`config.mk`:
```
export PLATFORM = sky130hd
export DESIGN_NAME = param_stack
export DESIGN_NICKNAME = d
export VERILOG_FILES = /design/src/rtl/stack_pkg.sv /design/src/rtl/stack_ptr.sv /design/src/rtl/param_stack.sv
export SDC_FILE = /design/constraint.sdc
export NUM_CORES = 1
export LEC_CHECK = 0
export BUFFER_PORTS_ARGS = -buffer_cell sky130_fd_sc_hd__buf_4
export CORE_MARGIN = 2
export CORE_UTILIZATION = 60
export DETAILED_ROUTE_END_ITERATION = 8
export PLACE_DENSITY_LB_ADDON = 0.2
export SLEW_MARGIN = 10
export SYNTH_ARGS = -nofsm -noshare
export SYNTH_HDL_FRONTEND = slang
export SYNTH_HIERARCHICAL = 1
export SYNTH_SLANG_ARGS = --single-unit
```
`constraint.sdc`:
```
create_clock -name clk -period 4 [get_ports clk]
set_input_delay 0.8 -clock clk [delete_from_list [all_inputs] [get_ports clk]]
set_output_delay 0.8 -clock clk [all_outputs]
set_load 0.03 [all_outputs]
```
`src/rtl/stack_pkg.sv`:
```
// Shared types and helpers for the param_stack LIFO: count-width sizing and
// the stack operation decoded from the {push, pop} request pair.
package stack_pkg;

  typedef enum logic [1:0] {
    OP_NONE    = 2'b00,
    OP_PUSH    = 2'b10,
    OP_POP     = 2'b01,
    OP_REPLACE = 2'b11
  } op_e;

  // Bits needed to hold every occupancy value 0..depth inclusive.
  function automatic int count_width(input int depth);
    return $clog2(depth + 1);
  endfunction

  function automatic op_e decode_op(input logic push, input logic pop);
    return op_e'({push, pop});
  endfunction

endpackage

```
`src/rtl/stack_ptr.sv`:
```
// Saturating occupancy counter for param_stack; flags dropped pushes and empty pops.
// PARAM_STACK_HWM_EN exposes the next-state count for the high-water mark.
module stack_ptr
  import stack_pkg::*;
#(
  parameter int  DEPTH = 16,
  localparam int CW    = count_width(DEPTH)
) (
  input  logic          clk,
  input  logic          reset,
  input  logic          inc_i,
  input  logic          dec_i,
  input  logic          hold_i,
  output logic [CW-1:0] count_o,
`ifdef PARAM_STACK_HWM_EN
  output logic [CW-1:0] count_next_o,
`endif
  output logic          full_o,
  output logic          empty_o,
  output logic          ovf_evt_o,
  output logic          udf_evt_o
);

  logic [CW-1:0] count_q, count_d;

  assign full_o  = (count_q == CW'(DEPTH));
  assign empty_o = (count_q == '0);
  assign count_o = count_q;
`ifdef PARAM_STACK_HWM_EN
  assign count_next_o = count_d;
`endif

  // NOTE: every output of this block gets a default first, so no path leaves
  // a value unassigned and no latch is inferred.
  always_comb begin
    count_d   = count_q;
    ovf_evt_o = 1'b0;
    udf_evt_o = 1'b0;
    if (!hold_i) begin
      if (inc_i && !dec_i) begin
        if (full_o) ovf_evt_o = 1'b1;
        else        count_d   = count_q + CW'(1);
      end else if (dec_i && !inc_i) begin
        if (empty_o) udf_evt_o = 1'b1;
        else         count_d   = count_q - CW'(1);
      end
    end
  end

  // NOTE: sequential state uses non-blocking assignments so every register
  // samples the pre-edge values regardless of block ordering.
  always_ff @(posedge clk or negedge reset) begin
    if (!reset) count_q <= '0;
    else        count_q <= count_d;
  end

endmodule

```
`src/rtl/param_stack.sv`:
```
// Parametrised LIFO with replace/bypass, registered pop data and sticky errors.
// Define PARAM_STACK_HWM_EN to add the hwm (high-water mark) output.
module param_stack
  import stack_pkg::*;
#(
  parameter int  WIDTH = 8,
  parameter int  DEPTH = 16,
  localparam int CW    = count_width(DEPTH)
) (
  input  logic             clk,
  input  logic             reset,
  input  logic             push,
  input  logic             pop,
  input  logic [WIDTH-1:0] push_data,
  input  logic             clear_err,
  output logic [WIDTH-1:0] top,
  output logic [WIDTH-1:0] pop_data,
  output logic             pop_valid,
  output logic [CW-1:0]    count,
  output logic             full,
  output logic             empty,
`ifdef PARAM_STACK_HWM_EN
  output logic [CW-1:0]    hwm,
`endif
  output logic             overflow,
  output logic             underflow
);

  localparam int AW = $clog2(DEPTH);

  op_e              op;
  logic             ovf_evt, udf_evt;
  logic [AW-1:0]    wr_idx, top_idx, mem_widx;
  logic [WIDTH-1:0] mem_q [DEPTH];
  logic [WIDTH-1:0] mem_wdata, pop_data_q, pop_data_d;
  logic             mem_we, pop_valid_q, pop_valid_d;
  logic             overflow_q, overflow_d, underflow_q, underflow_d;
`ifdef PARAM_STACK_HWM_EN
  logic [CW-1:0]    count_next, hwm_q, hwm_d;
`endif

  assign op = decode_op(push, pop);

  stack_ptr #(.DEPTH(DEPTH)) u_ptr (
    .clk          (clk),
    .reset        (reset),
    .inc_i        (op == OP_PUSH),
    .dec_i        (op == OP_POP),
    .hold_i       (op == OP_REPLACE),
    .count_o      (count),
`ifdef PARAM_STACK_HWM_EN
    .count_next_o (count_next),
`endif
    .full_o       (full),
    .empty_o      (empty),
    .ovf_evt_o    (ovf_evt),
    .udf_evt_o    (udf_evt)
  );

  assign wr_idx  = AW'(count);
  assign top_idx = AW'(count - CW'(1));
  assign top     = empty ? '0 : mem_q[top_idx];

  always_comb begin
    pop_data_d  = pop_data_q;
    pop_valid_d = 1'b0;
    mem_we      = 1'b0;
    mem_widx    = wr_idx;
    mem_wdata   = push_data;
    case (op)
      OP_PUSH: mem_we = !full;
      OP_POP: begin
        if (!empty) begin
          pop_data_d  = top;
          pop_valid_d = 1'b1;
        end
      end
      OP_REPLACE: begin
        // On an empty stack the pushed word bypasses straight to pop_data.
        pop_valid_d = 1'b1;
        if (empty) begin
          pop_data_d = push_data;
        end else begin
          pop_data_d = top;
          mem_we     = 1'b1;
          mem_widx   = top_idx;
        end
      end
      default: ;
    endcase
    overflow_d  = ovf_evt | (overflow_q  & ~clear_err);
    underflow_d = udf_evt | (underflow_q & ~clear_err);
  end

  // NOTE: the storage array is deliberately reset, so top reads 0 and no stale
  // word can reappear after reset; this costs a reset on every flop.
  always_ff @(posedge clk or negedge reset) begin
    if (!reset) begin
      for (int i = 0; i < DEPTH; i++) mem_q[i] <= '0;
      pop_data_q  <= '0;
      pop_valid_q <= 1'b0;
      overflow_q  <= 1'b0;
      underflow_q <= 1'b0;
    end else begin
      if (mem_we) mem_q[mem_widx] <= mem_wdata;
      pop_data_q  <= pop_data_d;
      pop_valid_q <= pop_valid_d;
      overflow_q  <= overflow_d;
      underflow_q <= underflow_d;
    end
  end

  assign pop_data  = pop_data_q;
  assign pop_valid = pop_valid_q;
  assign overflow  = overflow_q;
  assign underflow = underflow_q;

`ifdef PARAM_STACK_HWM_EN
  // A rise in the same cycle takes precedence over clear_err.
  always_comb begin
    hwm_d = hwm_q;
    if (count_next > hwm_q) hwm_d = count_next;
    else if (clear_err)     hwm_d = '0;
  end

  always_ff @(posedge clk or negedge reset) begin
    if (!reset) hwm_q <= '0;
    else        hwm_q <= hwm_d;
  end

  assign hwm = hwm_q;
`endif

endmodule
```
==> results of run 1 <==
-- critical path, cell delays in order, from the launching register on --
cell	delay [ns]
dfrtp_1	0.57
inv_1	0.14
ha_4	0.48
buf_12	0.33
mux2i_1	0.16
nand3_1	0.10
nand4_1	0.14
o22ai_1	0.42
buf_4	0.25
-- registers in the layout (all words and copies together) (netlist names) --
name and cells:
pop_data 8, underflow 1, u_ptr/count_o 5, pop_valid 1, overflow 1, mem_q 128
-- cell usage after synthesis, drive strengths merged (5+ instances only) --
| master | number |
|---|---|
| o21ai | 12 |
| mux4 | 8 |
| o22a | 6 |
| dfrtp | 144 |
| mux2i | 50 |
| buf | 15 |
| nand2 | 11 |
| nand4 | 12 |
| nand2b | 7 |
| o22ai | 6 |
| or2 | 5 |
| nand3 | 51 |
| xnor2 | 5 |
| nor2 | 23 |
| ha | 6 |
| mux2 | 132 |
| inv | 6 |
| clkbuf | 22 |
-- area by class of cell --
| cell class | count | area share |
|---|---|---|
| clock buffers | 20 | 0.0547 |
| clock inverters | 12 | 0.0193 |
| inverters | 7 | 0.00322 |
| multi-input cells | 372 | 0.416 |
| flip-flops and latches | 144 | 0.441 |
| well taps | 143 | 0.0219 |
| repair buffers | 44 | 0.0440 |
-- path summary, 6_finish.rpt --
check | startpoint | end | slack (ns)
hold / removal | overflow$_DFF_PN0_ | overflow$_DFF_PN0_ | 0.49
setup reg to reg | u_ptr/count_o[2]$_DFFE_PN0P_ | mem_q[10]$_DFFE_PN0P_ | 0.51
min in group asynchronous | reset | u_ptr/count_o[2]$_DFFE_PN0P_ | 0.52
max in group asynchronous | reset | mem_q[126]$_DFFE_PN0P_ | 2.70
setup / recovery | u_ptr/count_o[1]$_DFFE_PN0P_ | top[1] | 0.14
hold reg to reg | overflow$_DFF_PN0_ | overflow$_DFF_PN0_ | 0.49
-- per-stage QoR --
stage / hold WS, ns / instances
3_3_place_gp: 0.463 / 710
3_5_place_dp: 0.482 / 710
6_report: 0.493 / 742
2_1_floorplan: 0.474 / 560
5_1_grt: 0.500 / 742
4_1_cts: 0.494 / 742
-- routing by layer --
layer,track usage,part of all wire,vias to the layer above
li1,-,-,2107
met1,0.385,0.43,2464
met2,0.445,0.48,183
met3,0.0686,0.063,34
met4,0.121,0.027,0
met5,0,0,-
-- cells by family after synthesis --
kind of cell / share of synthesized area
multiplexers: 0.304
flip-flops: 0.504
AND/OR/NAND/NOR: 0.0987
buffers and inverters: 0.0266
AO/OA/AOI/OAI: 0.0413
XOR/XNOR: 0.0121
adder cells (fa/ha/maj): 0.0133
==> metrics.md, run 1 <==
| Metric | Value |
|---|---|
| Run status | `finished, violations left` |
| Failing checks | `DRC` |
| Hold Path Class | `reg2reg` |
| Async SR Flop Fraction | `1.00` |
| Final setup TNS | `0 ns` |
| Commonest non-fill, non-tap cell in the layout | `dfrtp_1` |
| Total die area | `12800 µm²` |
| Net count, final | `606` |
| EDFF count, synth | `0` |
| Minimum clock period | `3.86 ns` |
| Hold path depth | `1` |
| Commonest non-fill, non-tap cells in the layout | `144 x dfrtp_1, 130 x mux2_2, 51 x nand3_1, 50 x mux2i_1, 41 x buf_4` |
| Setup WS pre-CTS | `0.562 ns` |
| Cell area after layout | `8170 µm²` |
| Library cells used by synthesis | `52` |
| Leading area contributor after synthesis | `dfrtp_1` |
| First-pass GRT wire length | `27.6 mm` |
| CTS Sinks | `144` |
| Drt first pass iters | `7` |
| GP Congestion | `0.890` |
| Register bit total from synthesis | `144` |
| Post-synth top flop | `dfrtp_1` |
| Worst-path maximum fanout | `41` |
| MaxCap Viol Count | `0` |
| Final Cycle Share | `0.964` |
| Final WL | `17.1 mm` |
| Mean Syn Cell Area | `12.8 µm²` |
| Clock skew | `0.0108 ns` |
| CP arrival | `3.06 ns` |
| Postcts setup bufs | `0` |
| Synth warn | `6` |
| Max_slew headroom | `0.315` |
| Initial antenna violation count | `0` |
| Sequential fraction of the synthesis area | `0.504` |
| Setup ws final | `0.144 ns` |
| Gr usage total | `0.285` |
| Largest net degree at the start of global routing | `105` |
| Area of the multi-input gates | `3400 µm²` |
| Avg WL per Cell | `23.0 µm` |
| Top cells by area, synth | `dfrtp_1 50%, mux2_2 20%, mux2i_1 7.0%` |
| Final core utilization | `0.709` |
| Post-Synthesis Cells | `560` |
| Count of input and output buffers | `38` |
| R2R depth | `8` |
| Syn Nets | `580` |
| H-tree depth | `4` |
| Total CTS buffers | `17` |
| Final max-slew violation count | `0` |
| RSZ-0062 raised after global routing | `false` |
| Post-CTS Resized | `0` |
| CTS tree | `done` |
| CTS Root Cell | `clkbuf_16` |
| Clk buf depth | `2` |
| Final setup viols | `0` |
| Detail Placement HPWL | `11.0 mm` |
| Synth top area share | `0.504` |
| # IOs | `39` |
| Final hold viol count | `0` |
| Placed standard-cell area | `7550 µm²` |
| Vias | `4788` |
| Remaining Overflow, GRT | `0` |
| Fill cells | `781` |
| Hold-fix buffer count after cts | `0` |
| Number of diodes | `0` |
| Worst Setup Start Kind | `flop` |
| Die Ht | `113 µm` |
| Number of global-route vias before repair | `4997` |
| ANT nets after route | `0` |
| Row count | `39` |
| Mapped Area | `7150 µm²` |
| Die width | `113 µm` |
| Layout cells sized above 1 | `0.402` |
| Crit end category | `output pin` |
| Crit path kind | `reg2out` |
| Initial DRC count | `451` |
| FMAX | `259 MHz` |
| Storage cell area | `3600 µm²` |
| Initial core utilization | `0.621` |
| Slew @ Worst Pin | `1.02 ns` |
| Total core area | `11500 µm²` |
| Drt drc | `5` |
| CP Data Required Time | `3.20 ns` |
| Area delta synth->final | `14.3%` |
| Skew-Pair Late Insertion Delay | `0.43 ns` |
| Vias per std cell | `6.45` |
| Clock-pin transition on the worst setup and hold timing paths | `0.05 ns` |
Power of run 1 is not shown: default switching activity piles up to over one toggle a cycle in this logic, so the estimate is an artifact.
==> inputs of run 2 (changes only) <==
Settings changed: CORE_UTILIZATION 60 to 34.
==> run 2 against run 1 <==
Compared with the run above: the flow now finishes without violations; worst hold slack got worse by 0.061 ns; sequential share of layout area decreased by 0.76 points; routed wire length increased by 4.3%; via count decreased by 2.2%.
==> metrics.md, run 2 (synthesis gave the netlist of run 1 again) <==
| Metric | Value |
|---|---|
| Crit end category | `output pin` |
| Slowest stage delay, CP | `0.60 ns` |
| Largest register FFs | `128` |
| Die Ht | `149 µm` |
| Max VDD drop | `0.000730 V` |
| Initial core utilization | `0.343` |
| Reg-to-reg startpoint | `u_ptr/count_o[0]$_DFFE_PN0P_` |
| Total die area | `22200 µm²` |
| Final hold viol count | `0` |
| CP Data Required Time | `3.20 ns` |
| Largest net degree at the start of global routing | `89` |
| Die width | `149 µm` |
| FMAX | `266 MHz` |
| Most used cell, CP | `buf_4` |
| First-pass GRT wire length | `28.3 mm` |
| Clock-pin transition on the worst setup and hold timing paths | `0.06 ns` |
| # IOs | `39` |
| Worst path slowest cell | `or4_4` |
| Area delta synth->final | `16.3%` |
| Crit path kind | `reg2out` |
| Row count | `53` |
| RSZ-0062 raised after global routing | `false` |
| Setup WS pre-CTS | `0.598 ns` |
| Skew-Pair Late Insertion Delay | `0.42 ns` |
| Area of the multi-input gates | `3380 µm²` |
| CTS Sinks | `144` |
| Vias | `4684` |
| Number of diodes | `0` |
| Clk buf depth | `2` |
| Layout cells sized above 1 | `0.401` |
| Commonest non-fill, non-tap cells in the layout | `144 x dfrtp_1, 130 x mux2_2, 51 x nand3_1, 50 x mux2i_1, 45 x buf_4` |
| Total CTS buffers | `17` |
| Static Leak | `3.68 nW` |
| CP Cell Sequence | `buf_4 -> or4_4 -> nor2_1 -> buf_4 -> nand2b_1 -> o22ai_1 -> buf_4` |
| Worst-path maximum fanout | `20` |
| Fin Hold WS | `0.432 ns` |
| Net count, final | `610` |
| ANT nets after route | `0` |
| Final setup viols | `0` |
| Hold Path Class | `in2async` |
| CTS tree | `done` |
| Slew @ Worst Pin | `1.17 ns` |
| Setup ws final | `0.240 ns` |
| Pwr per Cell Area | `1040 nW/µm²` |
| Final max-slew violation count | `0` |
| Initial antenna violation count | `0` |
| Final WL | `17.8 mm` |
| Critical Path Start | `u_ptr/count_o[0]$_DFFE_PN0P_` |
| H-tree depth | `4` |
| Count of input and output buffers | `38` |
| Final Cycle Share | `0.940` |
| Minimum clock period | `3.76 ns` |
| Detail Placement HPWL | `11.6 mm` |
| CTS Root Cell | `clkbuf_16` |
| Largest Register | `mem_q` |
| Total core area | `20800 µm²` |
| Post-CTS Resized | `0` |
| Commonest non-fill, non-tap cell in the layout | `dfrtp_1` |
| Avg WL per Cell | `20.3 µm` |
| Storage cell area | `3600 µm²` |
| Postcts setup bufs | `0` |
| CP arrival | `2.96 ns` |
| Run status | `complete, no violations` |
| Clock skew | `0.00671 ns` |
| Drt drc | `0` |
| Gr usage total | `0.169` |
| Vias per std cell | `5.33` |
| Remaining Overflow, GRT | `0` |
| GP Congestion | `0.740` |
| Hold-fix buffer count after cts | `0` |
| Worst Setup Start Kind | `flop` |
| Max_slew headroom | `0.216` |
| Number of global-route vias before repair | `4909` |
| MaxCap Viol Count | `0` |
| Drt first pass iters | `4` |
| R2R depth | `9` |
| Fill cells | `2009` |
| Initial DRC count | `210` |
==> run 2: changes by cell type in the layout (fill, tap and decap cells not counted) <==
cell        change
buf_4           +4
bufinv_16       -1
xnor2_4         -1
clkinvlp_4      -1
nor2_2          -1
xnor2_2         +1
clkbuf_1        +2
nor2_1          +1
clkinv_2        +2
inv_6           -2
==> run 2: routing by layer <==
| metal | vias up | wire, µm | track usage | share of wire |
|---|---|---|---|---|
| met1 | 2452 | 8400 | 0.225 | 0.47 |
| met5 | - | 0 | 0 | 0 |
| met4 | 0 | 329 | 0.0581 | 0.018 |
| met2 | 99 | 8340 | 0.273 | 0.47 |
| met3 | 22 | 730 | 0.0401 | 0.041 |
| li1 | 2111 | - | - | - |
==> run 2: final cells by class <==
type                            instances  area share
Sequential cell                       144       0.433
Multi-Input combinational cell        372       0.407
Clock buffer                           22      0.0546
Timing Repair Buffer                   48      0.0468
Tap cell                              275      0.0414
Clock inverter                         10      0.0135
Inverter                                7     0.00316
==> run 2: worst paths after layout <==
check                                                to  slack (ns)
max                                              top[1]        0.24
min                        u_ptr/count_o[3]$_DFFE_PN0P_        0.43
max reg2reg                      mem_q[103]$_DFFE_PN0P_        0.61
min reg2reg                          overflow$_DFF_PN0_        0.48
max in group asynchronous        mem_q[112]$_DFFE_PN0P_        2.70
min in group clk                     overflow$_DFF_PN0_        0.48
==> run 2: worst max-delay path, delay by kind of cell (launching register included) <==
family / cells / cell delay (ns)
DFF: 1 / 0.37
and+or+nand+nor: 3 / 1.19
AOI/OAI and AO/OA: 1 / 0.25
buffers and inverters: 3 / 0.71
==> run 2: per-stage QoR <==
stage / instance area, µm² / utilization / power [mW] / TNS (ns) / cells
global route: 8310 / 0.399 / 9.13 / 0 / 878
finish: 8310 / 0.399 / 8.62 / 0 / 878
CTS: 8310 / 0.399 / 8.69 / 0 / 878
detailed placement: 7750 / 0.372 / 7.11 / 0 / 846
floorplan: 7150 / - / 5.74 / -0.357 / 560
global placement: 7750 / 0.372 / 7.04 / 0 / 846
==> run 2: report_power, final <==
| group | internal (mW) | switching, mW | leakage (nW) |
|---|---|---|---|
| clock | 0.931 | 0.619 | 0.274 |
| combinational | 2.04 | 2.47 | 1.62 |
| sequential | 2.15 | 0.403 | 1.79 |
No activity file was read; power rests on OpenSTA's default activity.
==> inputs of run 3 (changes only) <==
Settings changed: ABC_AREA from default to 1, GPL_ROUTABILITY_DRIVEN from default to 0.
==> run 3 against run 2 <==
Compared with the run above: sequential share of layout area is 2.5 points lower; first-iteration DRC count up 94%; cell count rose by 52%; combinational power hardly changed; count of clock-buffer cells in the layout shrank 2; critical path type unchanged.
==> metrics.md, run 3 <==
| Metric | Value |
|---|---|
| Run status | `complete, no violations` |
| Synth cell count leaders | `455 x nand2_1, 144 x dfrtp_1, 106 x nand3_1, 78 x inv_1, 68 x o21ai_0` |
| Initial antenna violation count | `0` |
| Final Cycle Share | `0.898` |
| # IOs | `39` |
| Fin Hold WS | `0.421 ns` |
| Area delta synth->final | `13.6%` |
| Gr usage total | `0.200` |
| Clk pwr share | `0.202` |
| Async SR Flop Fraction | `1.00` |
| Row count | `55` |
| Postcts setup bufs | `0` |
| Commonest non-fill, non-tap cells in the layout | `455 x nand2_1, 143 x dfrtp_1, 106 x nand3_1, 78 x inv_1, 68 x o21ai_0` |
| Register bit total from synthesis | `144` |
| Final WL | `23.3 mm` |
| Static Leak | `4.47 nW` |
| Post-Synthesis Cells | `1033` |
| Internal power | `4.61 mW` |
| Final setup TNS | `0 ns` |
| R2R depth | `9` |
| Die width | `155 µm` |
| Max VDD drop | `0.000404 V` |
| Hold Path Class | `in2async` |
| Slowest stage delay, CP | `0.50 ns` |
| MaxCap Viol Count | `0` |
| Layout cells sized above 1 | `0.130` |
| Most numerous cell in the Yosys netlist | `nand2_1` |
| Worst-path maximum fanout | `18` |
| Commonest non-fill, non-tap cell in the layout | `nand2_1` |
| Clk buf depth | `2` |
| Total core area | `22500 µm²` |
| Vias | `6632` |
| Setup WS pre-CTS | `0.846 ns` |
| Final core utilization | `0.392` |
| Pwr per Cell Area | `990 nW/µm²` |
| Net Switching | `4.11 mW` |
| Avg WL per Cell | `17.4 µm` |
| Mean Syn Cell Area | `7.51 µm²` |
| Crit path kind | `reg2out` |
| Largest Register | `mem_q` |
| Net count, final | `1061` |
| Hold-fix buffer count after cts | `0` |
| First-pass GRT wire length | `36.7 mm` |
| Fill cells | `2347` |
| CTS tree | `done` |
| Drt first pass iters | `6` |
| Detail Placement HPWL | `15.1 mm` |
| Synth top area share | `0.464` |
| Reg-to-reg startpoint | `u_ptr/count_o[2]$_DFFE_PN0P_` |
| Total die area | `24100 µm²` |
| EDFF count, synth | `0` |
| Number of global-route vias before repair | `6342` |
| Final hold viol count | `0` |
| Final setup viols | `0` |
| Clock-pin transition on the worst setup and hold timing paths | `0.06 ns` |
| Top cells by area, synth | `dfrtp_1 46%, nand2_1 22%, nand3_1 6.8%` |
| RSZ-0062 raised after global routing | `false` |
| Vias per std cell | `4.96` |
| Seq pwr share | `0.281` |
| Synth warn | `6` |
| Largest register FFs | `128` |
| CTS Root Cell | `clkbuf_16` |
| ANT nets after route | `0` |
| Power Total | `8.73 mW` |
| Minimum clock period | `3.59 ns` |
| Syn Nets | `1053` |
| Sw frac | `0.471` |
| Post-CTS Resized | `0` |
| Final max-slew violation count | `0` |
| Clock skew | `0.00938 ns` |
| Initial core utilization | `0.345` |
| Setup ws final | `0.408 ns` |
| Critical Path Start | `u_ptr/count_o[1]$_DFFE_PN0P_` |
| Max_slew headroom | `0.431` |
| Worst Setup Start Kind | `flop` |
| Skew-Pair Late Insertion Delay | `0.43 ns` |
| CTS Sinks | `144` |
| Slew @ Worst Pin | `0.853 ns` |
| Initial DRC count | `408` |
| Worst path slowest cell | `dfrtp_1` |
| FMAX | `278 MHz` |
| Logic pwr share | `0.517` |
| Remaining Overflow, GRT | `0` |
| Drt drc | `0` |
| CP Data Required Time | `3.20 ns` |
| CP Cell Sequence | `inv_1 -> ha_1 -> nand2_1 -> nand2_2 -> inv_1 -> nand3_1 -> nand3_1 -> nand3_1 -> inv_1 -> buf_4` |
| Count of input and output buffers | `38` |
| CP arrival | `2.79 ns` |
| Crit end category | `output pin` |
| Leading area contributor after synthesis | `dfrtp_1` |
| Sequential fraction of the synthesis area | `0.464` |
| Number of diodes | `0` |
| Largest net degree at the start of global routing | `85` |
| Total CTS buffers | `17` |
| Mapped Area | `7760 µm²` |
| Die Ht | `155 µm` |
| Post-synth top flop | `dfrtp_1` |
| Library cells used by synthesis | `35` |
| H-tree depth | `4` |
## run 3: path summary, 6_finish.rpt
check | endpoint | slack (ns)
min in group clk | mem_q[22]$_DFFE_PN0P_ | 0.47
hold reg to reg | mem_q[22]$_DFFE_PN0P_ | 0.47
max in group asynchronous | mem_q[116]$_DFFE_PN0P_ | 2.69
hold / removal | mem_q[102]$_DFFE_PN0P_ | 0.42
setup reg to reg | mem_q[107]$_DFFE_PN0P_ | 0.95
setup / recovery | top[7] | 0.41
## run 3: power by group through the flow
stage	Combinational, mW	Clock, mW	Sequential [mW]
detailed placement	4.51	0	2.47
floorplan	3.06	0	2.52
CTS	4.54	1.79	2.45
global route	5.00	1.84	2.53
global placement	4.50	0	2.45
finish	4.51	1.76	2.45
## run 3: worst max-delay path, delay by kind of cell, from the launching register on
family	cells	cell delay (ns)
adder cells (fa/ha/maj)	1	0.22
AND/OR/NAND/NOR	5	0.75
flip-flops	1	0.50
buffers and inverters	4	0.87
## run 3: layout make-up
| cell class | instances | area [µm²] | area share |
|---|---|---|---|
| Timing Repair Buffer | 45 | 354 | 0.0402 |
| Clock inverter | 10 | 185 | 0.0210 |
| Clock buffer | 20 | 457 | 0.0518 |
| Inverter | 85 | 319 | 0.0362 |
| Sequential cell | 144 | 3600 | 0.409 |
| Multi-Input combinational cell | 748 | 3540 | 0.402 |
| Tap cell | 285 | 357 | 0.0404 |
## run 3: cells by family (layout without fill, tap and decap cells)
logic type / Yosys count / in the layout / share of synthesized area
xor+xnor: 3 / 3 / 0.00677
flops: 144 / 144 / 0.464
fa+ha+maj: 7 / 7 / 0.0123
simple gates: 634 / 634 / 0.363
compound gates: 104 / 104 / 0.0737
buf+inv: 141 / 160 / 0.0796
## run 3: routing by layer
layer	vias up	track usage	routed length, µm
li1	3245	-	-
met1	3176	0.279	10800
met2	181	0.316	11000
met3	30	0.0357	1170
met4	0	0.0631	401
met5	-	0	0
## run 3: per-stage QoR
stage / std cells / cell area (µm²)
floorplan: 1033 / 7760
global placement: 1307 / 8180
detailed placement: 1307 / 8180
CTS: 1337 / 8820
global route: 1337 / 8820
finish: 1337 / 8820
